## src/rtl/gelu_lut_arbiter.sv

```systemverilog
// gelu_lut_arbiter: round-robin sharing of the GELU ROM read port among SFU lanes,
// with index clamping and a per-lane response slot under valid/ready back-pressure.
module gelu_lut_arbiter #(
  parameter int NUM_REQ    = 4,
  parameter int ADDR_WIDTH = 7,
  parameter int DATA_WIDTH = 16,
  parameter int LUT_DEPTH  = 96
) (
  input  logic                             clk,
  input  logic                             rst,
  input  logic [NUM_REQ-1:0]               req_valid,
  input  logic [NUM_REQ*ADDR_WIDTH-1:0]    req_addr,
  output logic [NUM_REQ-1:0]               req_ready,
  output logic [NUM_REQ-1:0]               rsp_valid,
  output logic [NUM_REQ*DATA_WIDTH-1:0]    rsp_data,
  output logic [NUM_REQ-1:0]               rsp_clamp,
  input  logic [NUM_REQ-1:0]               rsp_ready,
  output logic [ADDR_WIDTH-1:0]            lut_addr,
  output logic                             lut_we,
  input  logic [DATA_WIDTH-1:0]            lut_q,
  output logic                             busy
);
  localparam int PW = (NUM_REQ > 1) ? $clog2(NUM_REQ) : 1;
  localparam logic [ADDR_WIDTH-1:0] LAST = ADDR_WIDTH'(LUT_DEPTH - 1);
  logic [PW-1:0] ptr, gid, scan, s1_id;
  logic s1_valid, s1_clamp, found, clamp;
  logic [NUM_REQ-1:0] inflight, slot_full, slot_clamp, elig, gnt;
  logic [NUM_REQ-1:0][DATA_WIDTH-1:0] slot_data;
  logic [ADDR_WIDTH-1:0] gaddr;
  // Outputs read as idle while reset is held, even if lanes are requesting.
  assign inflight = s1_valid ? (NUM_REQ'(1) << s1_id) : '0;
  assign elig = req_valid & ~inflight & ~slot_full & {NUM_REQ{~rst}};
  always_comb begin
    gnt = '0;
    gid = '0;
    scan = '0;
    found = 1'b0;
    for (int k = 0; k < NUM_REQ; k++) begin
      scan = PW'((int'(ptr) + k) % NUM_REQ);
      if (!found && elig[scan]) begin
        found = 1'b1;
        gid = scan;
        gnt[scan] = 1'b1;
      end
    end
  end
  assign gaddr = req_addr[gid*ADDR_WIDTH +: ADDR_WIDTH];
  assign clamp = found && (gaddr > LAST);
  assign lut_addr = !found ? '0 : clamp ? LAST : gaddr;
  assign req_ready = gnt;
  assign lut_we = 1'b0;
  assign busy = s1_valid | (|slot_full);
  assign rsp_valid = slot_full;
  assign rsp_clamp = slot_clamp;
  assign rsp_data = slot_data;
  always_ff @(posedge clk or posedge rst) begin
    if (rst) begin
      ptr <= '0;
      s1_valid <= 1'b0;
      s1_id <= '0;
      s1_clamp <= 1'b0;
    end else begin
      s1_valid <= found;
      if (found) begin
        s1_id <= gid;
        s1_clamp <= clamp;
        ptr <= (gid == PW'(NUM_REQ - 1)) ? '0 : gid + 1'b1;
      end
    end
  end
  // A lane in stage 1 always has an empty slot, so retire and drain never collide.
  always_ff @(posedge clk or posedge rst) begin
    if (rst) begin
      slot_full <= '0;
      slot_data <= '0;
      slot_clamp <= '0;
    end else begin
      for (int i = 0; i < NUM_REQ; i++) begin
        if (s1_valid && s1_id == PW'(i)) begin
          slot_full[i] <= 1'b1;
          slot_data[i] <= lut_q;
          slot_clamp[i] <= s1_clamp;
        end else if (rsp_ready[i]) begin
          slot_full[i] <= 1'b0;
        end
      end
    end
  end
endmodule

```

## config.mk

```make
export PLATFORM = sky130hd
export DESIGN_NAME = gelu_lut_arbiter
export DESIGN_NICKNAME = d
export VERILOG_FILES = /design/src/rtl/gelu_lut_arbiter.sv
export SDC_FILE = /design/constraint.sdc
export NUM_CORES = 1
export LEC_CHECK = 0
export BUFFER_PORTS_ARGS = -buffer_cell sky130_fd_sc_hd__clkbuf_2
export CAP_MARGIN = 10
export CORE_UTILIZATION = 49
export CTS_CLUSTER_SIZE = 20
export DETAILED_ROUTE_END_ITERATION = 16
export PLACE_DENSITY_LB_ADDON = 0.08
export RECOVER_POWER = 25
export SETUP_SLACK_MARGIN = 0.15
export SLEW_MARGIN = 20
export SYNTH_ARGS = -nofsm -noshare
export SYNTH_HDL_FRONTEND = slang
export SYNTH_SLANG_ARGS = --single-unit
```

## constraint.sdc

```tcl
create_clock -name clk -period 5.3 [get_ports clk]
set_input_delay 0.265 -clock clk [delete_from_list [all_inputs] [get_ports clk]]
set_output_delay 0.265 -clock clk [all_outputs]
set_load 0.05 [all_outputs]
```

==> results of run 1 <==
==> state kept, by name, indices dropped and copies added, names as in the netlist <==
signal	count
s1_clamp	1
s1_valid	1
ptr	2
rsp_clamp	4
s1_id	2
rsp_data	64
rsp_valid	4
==> layer usage <==
| layer | part of all wire, % | vias to the layer above | track usage, % |
|---|---|---|---|
| met5 | 0 | - | 0 |
| met4 | 1.2 | 0 | 5.43 |
| met2 | 47 | 121 | 39.4 |
| met3 | 6.6 | 12 | 7.74 |
| met1 | 45 | 1457 | 31.7 |
| li1 | - | 1434 | - |
==> placed cells by master (no fill, tap or decap), drive strengths merged, types with 3 or more instances in the layout <==
cell type	instances
a221o	5
clkbuf	147
nor2b	3
inv	9
nand3	6
buf	5
mux2i	15
a22oi	5
bufinv	3
o21ai	15
nand2	73
nor2	12
a21oi	3
mux2	52
o22a	7
dfrtp	78
ha	4
==> final cells by class <==
type / instances / area share, %
clock buffer: 10 / 2.92
sequential: 78 / 41.4
tap: 99 / 2.63
inverter: 8 / 0.663
clock inverter: 6 / 2.47
timing repair buffer: 142 / 15.3
multi-input combinational: 228 / 34.6
==> metrics by stage <==
stage                     setup WS (ns)  hold slack (ns)
after detailed placement           1.37            0.409
after global routing              0.386           0.0746
after floorplan                   0.424            0.361
after CTS                         0.968           0.0312
after global placement             1.43            0.431
final                             0.900           0.0889
==> cells by family (layout without fill, tap and decap cells) <==
family | Yosys count | after routing | share of synthesized area (%)
simple gates | 105 | 105 | 12.2
fa+ha+maj | 4 | 4 | 1.36
xor+xnor | 1 | 1 | 0.239
other cells | 1 | 1 | 0.102
buf+inv | 21 | 166 | 2.42
mux | 68 | 68 | 20.7
compound gates | 49 | 49 | 9.76
flops | 78 | 78 | 53.2
==> final timing paths <==
path                                   start           end  slack, ns  depth (start not counted)
max in group asynchronous                rst  rsp_data[36]       3.71                          3
worst max register to register        ptr[0]      s1_clamp       1.77                          9
worst min register to register  rsp_data[43]  rsp_data[43]       0.48                          2
worst max-delay path                  ptr[0]   lut_addr[0]       0.90                         10
min in group asynchronous                rst  rsp_data[57]       0.35                          2
worst min-delay path            rsp_ready[2]  rsp_valid[2]       0.09                          2
==> worst max-delay path, stage by stage (launching register included) <==
cell	delay (ns)
dfrtp_1	0.64
inv_1	0.25
ha_1	0.56
nand3_1	0.16
o21a_1	0.16
o22ai_1	0.39
a221o_1	0.57
nand2_1	0.28
o22a_2	0.31
o21ai_0	0.17
clkbuf_2	0.30
==> out/qor.txt, run 1 <==
status = finished with violations
violated checks = capacitance limit, slew limit
Final Hold Viols = 0
Reg area = 1950 um^2
Die X = 88.5 um
clock buffer depth = 2
ys async rst share = 100%
Area Overhead vs Synth = 28.6%
largest cells by area after synthesis = dfrtp_1, mux2_2, nand2_1, mux2i_1, o21ai_0
post-synthesis cell count = 327
CP Class = reg2out
Via density = 5.30
Worst Path Max Fanout = 15
CTS Sinks = 78
vias in the first global route = 2882
Fill cells = 592
WP data required = 5.04 ns
initial antenna violation count = 0
cell taking the most area after synthesis = dfrtp_1
Num CTS Buffers = 9
top cell type's share of synthesized area = 53.2%
Area after DPL = 4460 um^2
IO Pins = 139
Max Cap Viol = 1
syn_area_per_cell = 11.2 um^2
post-synthesis sequential area ratio = 53.2%
CP Capture Type = output pin
first-pass GRT wire length = 14200 um
total die area = 7830 um^2
relative max-transition margin = -3.58%
most numerous cell in the Yosys netlist = dfrtp_1
Cells after DPL = 555
YS warnings = 0
post-DR wirelength/cell = 15.6 um
Final Skew = 0.00555 ns
period utilisation layout = 83.0%
Row Count = 31
DRT iter0 DRCs = 268
worst min path class = in2reg
Unique masters post-synth = 43
total grt overflow = 0
Antenna Cells = 0
Final Setup Violations = 0
post-CTS resize count = 0
CTS clk-pin slew, worst paths = 0.08 ns
Seq cells post-synth = 78
Overall Global Routing Usage = 24.2%
Worst Path Arrival = 4.14 ns
Syn Nets = 385
final setup TNS = 0 ns
initial core utilization = 50.6%
DP Wirelength = 6460 um
non-filler cells, final = 571
Die Ht = 88.5 um
Post-synth EDFFs = 0
Hold Buf Count CTS = 0
PortBufs = 137
Slew Viols, Final = 38
first drt pass iteration count = 5
Final GP Congestion = 0.931
worst slew pin tran = 1.55 ns
final WL = 8920 um
fin nets = 525
Post-Syn Area = 3670 um^2
CTS tree = yes
ys flop type = dfrtp_1
fin crit period = 4.40 ns
Antenna Nets Post-Route = 0
Commonest cells post-synth = dfrtp_1, nand2_1, mux2_2
post-route cell area = 4720 um^2
final core occ = 65.0%
DR DRC count = 0
H-tree depth = 3
type of origin of the critical path = flop
largest net degree at the start of global routing = 50
via count = 3024
multi-input logic area = 1630 um^2
CTS root buf = clkbuf_8
Max Clk Rate = 227 MHz
clk_lat worst skew = 0.34 ns
share of layout cells above drive strength 1 = 46.0%
Post-CTS Setup Bufs = 0
RSZ-0062 raised after global routing = no
core area = 7250 um^2
Power of run 1 is not shown: default switching activity piles up to over one toggle a cycle in this logic, so the estimate is an artifact.
==> run 2, diff against run 1 <==
ABC_AREA = 1   (was not set)
CORE_UTILIZATION = 45   (was 49)
clock period = 3.9 ns   (was 5.3 ns; I/O delays follow)
==> run 2 against run 1 <==
Net effect:
- largest cell class unchanged
- synthesized cell count increased by 30%
- the flow still finishes with violations (capacitance limit, slew limit)
- routed wire length up 4.0%
- setup slack lost 0.39 ns
- critical path depth rose by 3
- critical path type unchanged
- cell count grew 17%
- worst hold slack worse by 0.069 ns
- via count grew 11%
- design area increased by 1.4%
==> out/qor.txt, run 2 <==
post-synthesis cell count = 426 (+30%)
post-CTS resize count = 0 (unchanged)
violated checks = capacitance limit, slew limit
Simple-Gate Fraction of Synth Area = 28.5% (+16 points)
Antenna Cells = 0 (unchanged)
Slew Viols, Final = 79 (+110%)
adder-cell area share of the yosys netlist = 1.31% (-0.057 points)
Area Overhead vs Synth = 24.9%
DRT iter0 DRCs = 129 (-52%)
post-synthesis mux area share = 0% (-21 points)
Unique masters post-synth = 29 (-33%)
clk_lat worst skew = 0.35 ns (about the same)
period utilisation layout = 87.0%
top cell type's share of synthesized area = 51.0% (-2.2 points)
Setup crit start = ptr[0]
share of layout cells above drive strength 1 = 36.2% (-9.8 points)
CP Buf/Inv Count = 3 (+1)
status = finished with violations
Crit path depth = 13 (+3)
initial core utilization = 46.6% (-4.0 points)
R2R Path End = s1_clamp
Final Setup Violations = 0 (unchanged)
Final GP Congestion = 0.916 (-1.6%)
Post-Syn Area = 3830 um^2 (+4.4%)
critical path endpoint = lut_addr[3]
final WL = 9270 um (+4.0%)
most numerous cell in the Yosys netlist = nand2_1
post-route cell area = 4780 um^2 (+1.4%)
CTS root buf = clkbuf_8
Worst path slowest cell = dfrtp_2
Synth Area in Compound Gates = 12.0% (+2.2 points)
largest family of logic cells by synthesized area = simple AND/OR/NAND/NOR gates
Max Clk Rate = 295 MHz
clock buffer depth = 2 (unchanged)
worst r2r path cells = 12 (+3)
post-synthesis sequential area ratio = 51.0% (-2.2 points)
vias in the first global route = 2992 (+3.8%)
Hold Buf Count CTS = 0 (unchanged)
Via density = 5.00 (-5.6%)
ys flop type = dfrtp_1
Commonest cells post-synth = nand2_1, dfrtp_1, o21ai_0
worst slew pin tran = 1.87 ns (+0.324 ns)
CTS Sinks = 78 (unchanged)
Row Count = 33 (+6.5%)
core area = 8220 um^2 (+13%)
CP Capture Type = output pin
WP data required = 3.70 ns (-1.34 ns)
most common cell after layout, fill and taps aside = clkbuf_2
DR DRC count = 0 (unchanged)
Post-synth EDFFs = 0 (unchanged)
PortBufs = 137 (unchanged)
Syn Nets = 484 (+26%)
crit-path max cell delay = 0.51 ns (-0.13 ns)
DP Wirelength = 6630 um (+2.7%)
Seq cells post-synth = 78 (unchanged)
Die Ht = 94.2 um (+6.5%)
IO Pins = 139 (unchanged)
Overall Global Routing Usage = 21.6% (-2.6 points)
initial antenna violation count = 0 (unchanged)
CTS tree = yes
YS warnings = 0 (unchanged)
CP Class = reg2out
relative max-transition margin = -24.6% (-21 points)
H-tree depth = 3 (unchanged)
first-pass GRT wire length = 14700 um (+3.3%)
CTS clk-pin slew, worst paths = 0.07 ns (about the same)
via count = 3346 (+11%)
worst min path class = in2reg
post-DR wirelength/cell = 13.9 um (-11%)
max FFs per register = 64 (unchanged)
most frequent cells in the layout = clkbuf_2, nand2_1, dfrtp_1
syn_area_per_cell = 8.98 um^2 (-20%)
type of origin of the critical path = flop
post-synthesis xor/xnor area fraction = 0% (-0.24 points)
Die X = 94.2 um (+6.5%)
RSZ-0062 raised after global routing = no
Num CTS Buffers = 9 (unchanged)
Final Skew = 0.0107 ns (+0.00517 ns)
fin crit period = 3.39 ns
Antenna Nets Post-Route = 0 (unchanged)
Crit path max-delay family = simple AND/OR/NAND/NOR gates
largest net degree at the start of global routing = 79 (+58%)
Max Cap Viol = 1 (unchanged)
cell taking the most area after synthesis = dfrtp_1
r2r startpoint = ptr[0]
ys async rst share = 100% (unchanged)
Area after DPL = 4580 um^2 (+2.7%)
largest cells by area after synthesis = dfrtp_1, o21ai_0, nand2_1, inv_1, nand3_1
Worst Path Max Fanout = 27 (+12)
final core occ = 58.2% (-6.8 points)
Worst Path Arrival = 3.20 ns (-0.94 ns)
reg-to-reg setup timing slack = 1.18 ns (-0.59 ns)
total die area = 8880 um^2 (+13%)
fin nets = 617 (+18%)
Post-CTS Setup Bufs = 0 (unchanged)
Final Hold Viols = 0 (unchanged)
final setup TNS = 0 ns (unchanged)
first drt pass iteration count = 4 (-1)
total grt overflow = 0 (unchanged)
CP Cell Sequence = inv_2 -> ha_1 -> inv_1 -> nand3_1 -> nand2_1 -> nand4_4 -> nand3_4 -> nand2_1 -> nand3_4 -> nand2_2 -> nand2_4 -> nand2_2 -> clkbuf_2
-- run 2: kinds of logic after synthesis --
kind of cell | Yosys count
flip-flops | 78
other | 1
AO/OA/AOI/OAI | 88
AND/OR/NAND/NOR | 190
buffers and inverters | 65
adder cells (fa/ha/maj) | 4
-- run 2: area by class of cell --
type / count / area [um^2]
clock inverters: 4 / 45.0
well taps: 105 / 131
flip-flops and latches: 78 / 1950
fillers: 766 / 3430
inverters: 45 / 175
multi-input cells: 283 / 1600
repair buffers: 142 / 719
clock buffers: 12 / 155
-- run 2: layer usage --
metal / track usage [%] / vias up / wire [um]
met5: 0 / - / 0
met4: 6.79 / 0 / 138
met3: 7.28 / 13 / 641
met2: 32.1 / 115 / 4180
met1: 29.4 / 1541 / 4320
li1: - / 1677 / -
-- run 2: worst min path at each step --
stage	cells after the start	start	slack, ns	endpoint
after floorplan	1	rsp_ready[0]	0.29	rsp_valid[0]
after global placement	2	rsp_ready[0]	0.37	rsp_valid[0]
after detailed placement	2	rsp_ready[0]	0.39	rsp_valid[0]
after CTS	2	rsp_ready[0]	0.006	rsp_valid[0]
after global routing	2	rsp_ready[3]	0.02	rsp_valid[3]
final	2	rsp_ready[0]	0.02	rsp_valid[0]
-- run 2: through the flow --
step / hold WS, ns / instances / setup slack (ns)
after global placement: 0.375 / 653 / 0.886
after global routing: 0.0173 / 669 / 0.226
final: 0.0195 / 669 / 0.507
after floorplan: 0.291 / 426 / 0.615
after CTS: 0.00648 / 669 / 0.349
after detailed placement: 0.385 / 653 / 0.740
Power of run 2 is left out for the same reason.
==> run 3, diff against run 2 <==
CORE_UTILIZATION = 29   (was 45)
CTS_BUF_LIST = sky130_fd_sc_hd__clkbuf_4   (was not set)
==> run 3 against run 2 <==
Net effect:
- the run still ends with capacitance limit, slew limit left
- die area rose by 54%
- global-route usage shrank 5.8 points
- routed wire length grew 15%
==> out/qor.txt, run 3 (synthesis gave the netlist of run 2 again) <==
core area = 12700 um^2 (+55%)
critical path endpoint = lut_addr[4]
RSZ-0062 raised after global routing = no
CTS clk-pin slew, worst paths = 0.13 ns (+0.06 ns)
Worst Path Arrival = 3.23 ns (+0.03 ns)
DR DRC count = 0 (unchanged)
vias in the first global route = 3124 (+4.4%)
Final Setup Violations = 0 (unchanged)
Die X = 117 um (+24%)
Area Overhead vs Synth = 28.8%
crit-path max cell delay = 0.48 ns (-0.03 ns)
status = finished with violations
Overall Global Routing Usage = 15.8% (-5.8 points)
CTS root buf = clkbuf_4
type of origin of the critical path = flop
clk_lat worst skew = 0.42 ns (+0.07 ns)
Reg area = 1950 um^2 (about the same)
Area after DPL = 4670 um^2 (+1.8%)
hold path depth = 3 (+1)
Final Hold Viols = 0 (unchanged)
Antenna Cells = 0 (unchanged)
Max Clk Rate = 292 MHz (-0.86%)
clock buffer depth = 2 (unchanged)
Antenna Nets Post-Route = 0 (unchanged)
CP most frequent cell = nand3_4
final setup TNS = 0 ns (unchanged)
Final GP Congestion = 0.768 (-16%)
DP Wirelength = 7440 um (+12%)
Final Skew = 0.00932 ns (-0.00141 ns)
total die area = 13700 um^2 (+54%)
R2R Path End = s1_clamp
initial core utilization = 30.1% (-16 points)
max FFs per register = 64 (unchanged)
CTS Sinks = 78 (unchanged)
Row Count = 41 (+24%)
CP Capture Type = output pin
r2r startpoint = ptr[1]
Worst Path Max Fanout = 16 (-41%)
CP Cell Sequence = inv_1 -> ha_1 -> inv_1 -> nand3_1 -> nand2_1 -> nand3_4 -> nand3_4 -> nand3_4 -> nand2_1 -> nand3_4 -> nand2_4 -> nand2_4 -> nand2_2 -> clkbuf_2
H-tree depth = 3 (unchanged)
IO Pins = 139 (unchanged)
largest net degree at the start of global routing = 79 (unchanged)
Max Cap Viol = 1 (unchanged)
reg-to-reg setup timing slack = 1.29 ns (+0.11 ns)
CP Class = reg2out
fin crit period = 3.42 ns (+0.0293 ns)
first drt pass iteration count = 4 (unchanged)
final WL = 10600 um (+15%)
WP data required = 3.70 ns (about the same)
period utilisation layout = 87.8% (+0.75 points)
Via density = 4.55 (-8.9%)
share of layout cells above drive strength 1 = 36.5% (+0.30 points)
Setup crit start = ptr[1]
total grt overflow = 0 (unchanged)
CTS tree = yes
violated checks = capacitance limit, slew limit
post-DR wirelength/cell = 14.3 um (+2.9%)
Num CTS Buffers = 9 (unchanged)
hold slack = 0.0573 ns (+0.0378 ns)
multi-input logic area = 1620 um^2 (+0.78%)
via count = 3393 (+1.4%)
Die Ht = 117 um (+24%)
Slew Viols, Final = 79 (unchanged)
initial antenna violation count = 0 (unchanged)
post-route cell area = 4930 um^2 (+3.1%)
relative max-transition margin = -29.9% (-5.3 points)
DRT iter0 DRCs = 140 (+8.5%)
most frequent cells in the layout = clkbuf_2, nand2_1, dfrtp_1
worst slew pin tran = 1.95 ns (+0.0797 ns)
first-pass GRT wire length = 16200 um (+10%)
most common cell after layout, fill and taps aside = clkbuf_2
fin nets = 626 (+1.5%)
worst r2r path cells = 12 (unchanged)
Fill cells = 1372 (+79%)
worst min path class = in2reg
PortBufs = 137 (unchanged)
Worst path slowest cell = dfrtp_2
## run 3: changes by cell type in the layout (fill, tap and decap cells not counted), sizes merged
cell	delta
dlygate4sd3	+4
bufinv	+2
inv	+1
buf	+4
clkbuf	-3
nand4	+1
## run 3: critical path, delay by kind of cell, from the launching register on
kind	cells	cell delay, ns
and+or+nand+nor	10	1.39
buffers and inverters	3	0.60
DFF	1	0.48
adders and majority gates	1	0.33
## run 3: worst min path at each step
stage / end / slack (ns) / from
detailed placement: rsp_valid[3] / 0.39 / rsp_ready[3]
CTS: rsp_data[7] / 0.02 / lut_q[7]
finish: rsp_data[55] / 0.06 / lut_q[7]
global route: rsp_data[54] / 0.03 / lut_q[6]
floorplan: rsp_valid[0] / 0.29 / rsp_ready[0]
global placement: rsp_valid[3] / 0.38 / rsp_ready[3]
## run 3: layout make-up
type | count | share of cell area (%)
clock buffer | 9 | 1.37
inverter | 45 | 3.55
timing repair buffer | 150 | 16.0
multi-input combinational | 284 | 32.8
tap | 172 | 4.37
sequential | 78 | 39.7
clock inverter | 7 | 2.26
## run 3: through the flow
stage | setup slack (ns) | util, % | instances
after floorplan | 0.615 | - | 426
after global placement | 0.802 | 36.7 | 720
after detailed placement | 0.679 | 36.7 | 720
after CTS | 0.189 | 38.4 | 740
after global routing | 0.173 | 38.7 | 745
final | 0.478 | 38.7 | 745
## run 3: per-layer routing
layer	vias up	track usage, %	wire (um)	share of wire [%]
met5	-	0	0	0
met3	7	5.61	742	7.0
met2	89	24.9	4850	46
met1	1599	20.5	4960	47
li1	1698	-	-	-
met4	0	4.05	81	0.76
## run 3: what timing repair did
action,4_1_cts,5_1_grt
endpoints found under the setup margin,0,7
buffers inserted,0,4
gates resized for setup,0,2
endpoints found under the hold margin,4,0
hold buffers,4,0
Power of run 3 is left out for the same reason.
